## src/rtl/subckt_bist_pkg.sv

```systemverilog
// Shared types and default constants for the subcircuit BIST sequencer.
package subckt_bist_pkg;
  typedef enum logic [2:0] {IDLE, DUT_RST, RUN, FLUSH, DONE} state_t;

  localparam int          DUT_RST_CYCLES = 2;
  localparam logic [15:0] LFSR_SEED_DEF  = 16'hACE1;
  localparam logic [15:0] LFSR_TAPS_DEF  = 16'hB400;
  localparam logic [15:0] MISR_TAPS_DEF  = 16'h1021;
endpackage

```

## src/rtl/bist_misr.sv

```systemverilog
// Serial-input MISR; sig_next lets the owner see the value about to be latched.
import subckt_bist_pkg::*;

module bist_misr #(
  parameter int                MISR_W    = 16,
  parameter logic [MISR_W-1:0] MISR_TAPS = MISR_W'(MISR_TAPS_DEF)
) (
  input  logic              clk,
  input  logic              rst_n,
  input  logic              clear,
  input  logic              enable,
  input  logic              serial_in,
  output logic [MISR_W-1:0] sig,
  output logic [MISR_W-1:0] sig_next
);
  always_comb begin
    sig_next = sig;
    if (clear)
      sig_next = '0;
    else if (enable)
      sig_next = {sig[MISR_W-2:0], 1'b0} ^ (sig[MISR_W-1] ? MISR_TAPS : '0)
               ^ {{(MISR_W-1){1'b0}}, serial_in};
  end

  always_ff @(posedge clk or negedge rst_n) begin
    if (!rst_n) sig <= '0;
    else        sig <= sig_next;
  end
endmodule

```

## src/rtl/subckt_bist_sequencer.sv

```systemverilog
// BIST sequencer: resets the subcircuit, drives LFSR patterns, compacts its output
// in a MISR over a latency-aligned window and compares against a golden signature.
import subckt_bist_pkg::*;

module subckt_bist_sequencer #(
  parameter int                N_IN      = 3,
  parameter int                LFSR_W    = 16,
  parameter logic [LFSR_W-1:0] LFSR_SEED = LFSR_W'(LFSR_SEED_DEF),
  parameter logic [LFSR_W-1:0] LFSR_TAPS = LFSR_W'(LFSR_TAPS_DEF),
  parameter int                MISR_W    = 16,
  parameter logic [MISR_W-1:0] MISR_TAPS = MISR_W'(MISR_TAPS_DEF),
  parameter int                PATTERNS  = 256,
  parameter int                LATENCY   = 3
) (
  input  logic              I1470_clk,
  input  logic              I1477_rst,
  input  logic              start,
  input  logic              abort,
  input  logic [MISR_W-1:0] golden_sig,
  input  logic              dut_out,
  output logic [N_IN-1:0]   dut_in,
  output logic              dut_rst_n,
  output logic              busy,
  output logic              done,
  output logic              pass,
  output logic [MISR_W-1:0] signature
);
  localparam int            CW       = $clog2(PATTERNS + LATENCY + 1);
  localparam logic [CW-1:0] RST_LAST = CW'(DUT_RST_CYCLES - 1);
  localparam logic [CW-1:0] RUN_LAST = CW'(PATTERNS - 1);
  localparam logic [CW-1:0] FL_LAST  = CW'(PATTERNS + LATENCY - 1);
  localparam logic [CW-1:0] CAP_START = CW'(LATENCY);

  state_t            state, state_next;
  logic [CW-1:0]     cnt;
  logic [LFSR_W-1:0] lfsr, lfsr_d;
  logic [MISR_W-1:0] misr_next;
  logic              capture;

  always_comb begin
    state_next = state;
    case (state)
      IDLE:    if (start) state_next = DUT_RST;
      DUT_RST: if (cnt == RST_LAST) state_next = RUN;
      RUN:     if (cnt == RUN_LAST) state_next = FLUSH;
      FLUSH:   if (cnt == FL_LAST)  state_next = DONE;
      DONE:    if (start) state_next = DUT_RST;
      default: state_next = IDLE;
    endcase
    if (abort) state_next = IDLE;
  end

  // lfsr_d is the pattern for the coming cycle, so dut_in can be registered in step
  always_comb begin
    lfsr_d = lfsr;
    if (state_next == DUT_RST)
      lfsr_d = LFSR_SEED;
    else if (state == RUN)
      lfsr_d = (lfsr >> 1) ^ (lfsr[0] ? LFSR_TAPS : '0);
  end

  // cnt runs straight through RUN and FLUSH so the capture window is one compare
  assign capture = (state == RUN || state == FLUSH) && (cnt >= CAP_START);

  always_ff @(posedge I1470_clk or negedge I1477_rst) begin
    if (!I1477_rst) begin
      state     <= IDLE;
      cnt       <= '0;
      lfsr      <= LFSR_SEED;
      dut_in    <= '0;
      dut_rst_n <= 1'b0;
      busy      <= 1'b0;
      done      <= 1'b0;
      pass      <= 1'b0;
    end else begin
      state <= state_next;
      lfsr  <= lfsr_d;
      if (state_next != state && state_next != FLUSH)
        cnt <= '0;
      else if (state_next inside {DUT_RST, RUN, FLUSH})
        cnt <= cnt + 1'b1;
      else
        cnt <= '0;
      dut_in    <= (state_next == RUN) ? lfsr_d[N_IN-1:0] : '0;
      dut_rst_n <= state_next inside {RUN, FLUSH, DONE};
      busy      <= state_next inside {DUT_RST, RUN, FLUSH};
      done      <= state_next == DONE;
      if (state_next == DONE)
        pass <= (state == DONE) ? pass : (misr_next == golden_sig);
      else
        pass <= 1'b0;
    end
  end

  bist_misr #(.MISR_W(MISR_W), .MISR_TAPS(MISR_TAPS)) u_misr (
    .clk       (I1470_clk),
    .rst_n     (I1477_rst),
    .clear     (state == DUT_RST),
    .enable    (capture),
    .serial_in (dut_out),
    .sig       (signature),
    .sig_next  (misr_next)
  );
endmodule

```

## config.mk

```make
export PLATFORM = sky130hd
export DESIGN_NAME = subckt_bist_sequencer
export DESIGN_NICKNAME = d
export VERILOG_FILES = /design/src/rtl/subckt_bist_pkg.sv /design/src/rtl/bist_misr.sv /design/src/rtl/subckt_bist_sequencer.sv
export SDC_FILE = /design/constraint.sdc
export NUM_CORES = 1
export LEC_CHECK = 0
export ABC_AREA = 0
export CELL_PAD_IN_SITES_DETAIL_PLACEMENT = 0
export CELL_PAD_IN_SITES_GLOBAL_PLACEMENT = 1
export CORE_MARGIN = 8
export CORE_UTILIZATION = 44
export DETAILED_ROUTE_END_ITERATION = 10
export PLACE_DENSITY = 0.95
export SLEW_MARGIN = 25
export SYNTH_ARGS = -nofsm -noshare
export SYNTH_HDL_FRONTEND = slang
export SYNTH_SLANG_ARGS = --single-unit
```

## constraint.sdc

```tcl
create_clock -name I1470_clk -period 6.56 [get_ports I1470_clk]
set_input_delay 1.968 -clock I1470_clk [delete_from_list [all_inputs] [get_ports I1470_clk]]
set_output_delay 1.968 -clock I1470_clk [all_outputs]
set_load 0.02 [all_outputs]
```

# After elaboration in Yosys (flattened, before gate mapping)
# Cells that the tools add are included.
# op_classes
reduce_logical	8
bitwise_logic	3
mux	17
order_cmp	1
addsub	1
eq_ne	15
# ops
op	count
two-way mux 16 bit	5
two-way mux 3 bit	6
two-way mux 9 bit	2
equality test 16 bit	1
XOR 15 x 16 -> 16 bit	1
XOR 16 x 1 -> 16 bit	1
XOR 16 bit	1
two-way mux 13 bit	1
equality test 3 x 2 -> 1 bit, second input constant	4
case mux 3 bit (4 select lines)	1
adder 9 x 1 -> 9 bit, second input constant	1
equality test 9 x 1 -> 1 bit, second input constant	1
equality test 9 x 8 -> 1 bit, second input constant	1
equality test 9 bit, second input constant	1
>= comparator 9 x 2 -> 1 bit, second input constant	1
equality test 3 x 1 -> 1 bit, second input constant	2
equality test 3 bit, second input constant	2
nonzero test 3 bit	2
zero test 3 bit	1
inequality test 3 x 2 -> 1 bit, second input constant	1
inequality test 3 bit	1
logical AND 1 bit	2
two-way mux 1 bit	2
inequality test 2 bit, second input constant	1
other kinds (3)	3
# totals
reg_bits	51
output_inout_bits	23
wordCells	55
in_bits	21

# Depth between registers and ports, before layout
# depth
ltp_word	8
mapped_depth	13
ltp_nobuf	12

# Hierarchy
# From an unflattened synthesis, not the netlist that was laid out.
# unflattened
cells_unflattened	245
hier_area_um2	2536.2
# modules_own_cells
module	cells_each	seq_area_each_um2	area_each_um2	n_inst
subckt_bist_sequencer	190	885.8	1840.5	1
bist_misr	55	400.4	695.7	1

# Worst setup path after synthesis
# OpenSTA, ideal clock, no wires.
# synth_timing
path_kind	input-to-reg
startpoint	in start
endpoint	reg lfsr[10]
arrival_ps	3378
path_buffers	1
stages	8
setup_slack_ps	3100
setup_ps	81
required_time_ps	6479
path_cell_list	nand2b_1 > a21oi_1 > o21bai_1 > o2bb2a_4 > or2_2 > or3_1 > buf_2 > o211ai_1
# synth_between
elab_chain_cells	5
elab_cells_between_ends	6
classes_between	1 x eq/ne; 4 x mux; 1 x reduce/logical
# synth_rtl
item	line_no	rtl
from (decl)	subckt_bist_sequencer.sv:17	input logic start,
two-way mux 3 bit (*)	subckt_bist_sequencer.sv:43, subckt_bist_sequencer.sv:47	
case mux 3 bit (4 select lines) (*)	subckt_bist_sequencer.sv:42	case (state)
two-way mux 3 bit (*)	subckt_bist_sequencer.sv:50	if (abort) state_next = IDLE;
equality test 3 x 1 -> 1 bit (*)	subckt_bist_sequencer.sv:56	if (state_next == DUT_RST)
two-way mux 16 bit or nonzero test 2 bit (tied branches)	-	
to (signal assigned)	subckt_bist_sequencer.sv:77	lfsr <= lfsr_d;
to (decl)	subckt_bist_sequencer.sv:36	logic [LFSR_W-1:0] lfsr, lfsr_d;
# Mark *: on every way between the ends. The rest lies on a longest branch, timed or not.
# A chain may end at the register's enable or synchronous reset.

# Worst setup path in the final report
# layout_timing
startpoint	in start
endpoint	reg lfsr[2]
# layout_between
elab_chain_cells	5
# layout_rtl
item	line_no
two-way mux 3 bit	subckt_bist_sequencer.sv:43, subckt_bist_sequencer.sv:47
case mux 3 bit (4 select lines)	subckt_bist_sequencer.sv:42
two-way mux 3 bit	subckt_bist_sequencer.sv:50
equality test 3 x 1 -> 1 bit	subckt_bist_sequencer.sv:56
two-way mux 16 bit	subckt_bist_sequencer.sv:56
named net lfsr_d[2]	subckt_bist_sequencer.sv:36
# The timed path passes the listed nets, and every way through them passes these cells.

==> results.toml <==
[run_status]
status = "complete, no violations"

[sta]
hold_viol = 0
fin_worst_skew_ns = 0.00774
whs_ns = 0.492
tightest_slew_ns = 0.956
setup_viol = 0
postLayoutSetupSlackWorst_ns = 2.78
fin_tns_setup_ns = 0
grt_setup_unrepaired = "no"
slew_violations = 0
fin_crit_ns = 3.78
slew_headroom_pct = 36.1
max_freq_mhz = 265
fin_crit_sh_pct = 57.6

[hold_path]
worstHoldStart = "lfsr[7]"
whs_path_depth = 2
holdCritPathClass = "reg2reg"
worstHoldEndpoint = "lfsr[7]"

[worst_setup_path]
cp-end-kind = "flop"
worstRegToRegCells = 12
cp-start-kind = "input pin"
path_buf_inv = 1
path_delay_family = "simple AND/OR/NAND/NOR gates"
rr_endpoint = "lfsr[2]"
max_stage_delay_ns = 0.50
slowest_stage = "clkdlybuf4s50_1"
critical_path_class = "in2reg"
worst-endpoint-required_ns = 6.73
arrival_ns = 3.95
crit_path_cell_trace = "clkdlybuf4s50_1, nand2b_1, a21oi_1, a31oi_1, o2bb2a_4, or2_2, nor3_2, nor2_1"
r2r_slack_ns = 3.51
rr_startpoint = "cnt[0]"
path_max_fanout = 8

[detailed_routing]
wl_um = 6520
drt-pass1-iter-count = 4
avgViaCountPerCell = 5.69
routedWlPerCell_um = 16.6
ant_nets = 0
drt_iter0_markers = 209
drc = 0
num_vias = 2230

[global_routing]
grt_max_degree = 52
grt.total_usage_pct = 15.2
grt_pass1_vias = 2226
grt_first_pass_wirelength_um = 10900
antenna_found_initial = 0
gr-total-overflow = 0

[logic_synthesis]
ys_seq_area_share_pct = 46.9
synth_ff_type = "dfrtp_1"
synth_area_um2 = 2740
netlist_instances = 278
ys_warn_count = 0
ys_seq_elements = 51
synth_cell_type_count = 58
ys_async_sr_fraction_pct = 100
postSynthAreaPerCell_um2 = 9.87
synth-edff-count = 0
synth.net_count = 303

[floorplanning]
core-area_um2 = 5990
dieArea_um2 = 9020
die_x_um = 95.0
die_h_um = 95.0
rows = 28
io_pins = 44
initial_core_util_pct = 45.8

[place]
dp_hpwl_um = 4860
place_ws_ns = 2.45
post-place-cells = 384
io_buffer_count = 43
place.gp.congestion = 0.777

[clocking]
clock_path_buffers = 2
clkTransAtPathRegs_ns = 0.10
postCtsSetupRepairBufs = 0
cts_tree = "yes"
cts_htree_levels = 2
clock_latency_ns = 0.31
cts-root-buf = "clkbuf_8"
cts.sinks = 51
cts_hold_buf = 0
numCtsBuffers = 5
ctsResizeCount = 0

[layout]
layout.nets = 341
area_growth_pct = 20.3
drive_above_1_share_pct = 13.9
n_fill_cell = 545
final_cells = 392
insertedDiodeCount = 0

[power]
vdd_ir_drop_max_mv = 0.112
p_per_area_nw_per_um2 = 195
p_leak_nw = 1.38

[job]
maxCapViolations = 0
[tightest hold or removal path, delay by kind of cell, from the launching register on]
family        cells  cell delay, ns
flops             1            0.38
simple gates      2            0.12
[cell usage after synthesis (2+ instances only)]
master / instances / area [um2]
a2111oi_0: 2 / 17.5
and3_1: 4 / 25.0
nand4_1: 5 / 31.3
dfrtp_1: 43 / 1080
inv_1: 22 / 82.6
a221oi_1: 2 / 17.5
a21oi_1: 10 / 50.1
o21a_1: 2 / 15.0
dfstp_2: 8 / 210
mux2i_1: 4 / 40.0
a22o_1: 9 / 78.8
xnor2_1: 9 / 78.8
clkbuf_1: 8 / 30.0
nor3_2: 3 / 30.0
o21ai_0: 4 / 20.0
a22oi_1: 8 / 60.1
xor2_1: 3 / 26.3
nor2_1: 17 / 63.8
a211oi_1: 6 / 45.0
o22a_1: 4 / 35.0
buf_2: 2 / 10.0
nand2b_1: 4 / 25.0
or2_2: 4 / 25.0
nand3b_1: 3 / 22.5
nor3_1: 3 / 15.0
a31oi_1: 3 / 18.8
nand2_1: 33 / 124
o211ai_1: 3 / 22.5
ha_1: 4 / 50.1
nor2_2: 9 / 56.3
nand3_1: 10 / 50.1
[routing by layer]
metal,share of wire (%),vias to the layer above,global-route usage (%)
li1,-,1055,-
met1,43,1121,18.7
met2,51,50,25.9
met3,5.4,4,3.65
met4,0.84,0,4.16
met5,0,-,0
[cell type report]
type                            instances  area (um2)  share of cell area, %
Inverter                               22        82.6                   2.50
Tap cell                               75        93.8                   2.84
Timing Repair Buffer                   45         440                   13.3
Clock inverter                          2        16.3                  0.493
Multi-Input combinational cell        191        1300                   39.3
Clock buffer                            6        82.6                   2.50
Sequential cell                        51        1290                   39.0
[how the worst max path moves through the flow]
stage / from / to / slack, ns / cells past startpoint
after floorplan: start / lfsr[10] / 3.10 / 8
after global placement: start / lfsr[12] / 2.52 / 8
after detailed placement: start / lfsr[2] / 2.45 / 8
after CTS: start / lfsr[2] / 2.75 / 8
after global routing: start / lfsr[10] / 2.66 / 8
final: start / lfsr[2] / 2.78 / 8
[registers in the layout, summed over array words and instances (netlist names)]
name,flops
lfsr,16
dut_in,3
dut_rst_n,1
busy,1
state,3
cnt,9
done,1
u_misr.sig,16
pass,1
[report_power, final]
group / switching (mW) / internal (mW)
clock: 0.106 / 0.0862
sequential: 0.0155 / 0.334
combinational: 0.0586 / 0.0447
total: 0.180 / 0.465
[placed cells by master, fill, tap and decap left out, types with 5 or more instances in the layout]
cell	Yosys	routed
nand2_1	33	33
a22oi_1	8	8
a21oi_1	10	10
nor2_2	9	9
clkbuf_8	1	6
nor2_1	17	17
nand4_1	5	5
a211oi_1	6	6
inv_1	22	22
a22o_1	9	9
dfstp_2	8	8
clkdlybuf4s50_1	0	42
xnor2_1	9	9
dfrtp_1	43	43
nand3_1	10	10
[stage by stage]
| step | utilization, % | power (mW) | cell area (um2) |
|---|---|---|---|
| floorplan | - | 0.424 | 2740 |
| global placement | 53.4 | 0.457 | 3200 |
| detailed placement | 53.4 | 0.459 | 3200 |
| CTS | 55.1 | 0.648 | 3300 |
| global route | 55.1 | 0.677 | 3300 |
| finish | 55.1 | 0.644 | 3300 |
[cell families after synthesis]
kind of cell	synth area share, %
simple gates	19.7
compound gates	20.1
flops	46.9
buf+inv	5.79
xor+xnor	3.83
mux	1.87
fa+ha+maj	1.82
Power figures use the tool's default switching activity.
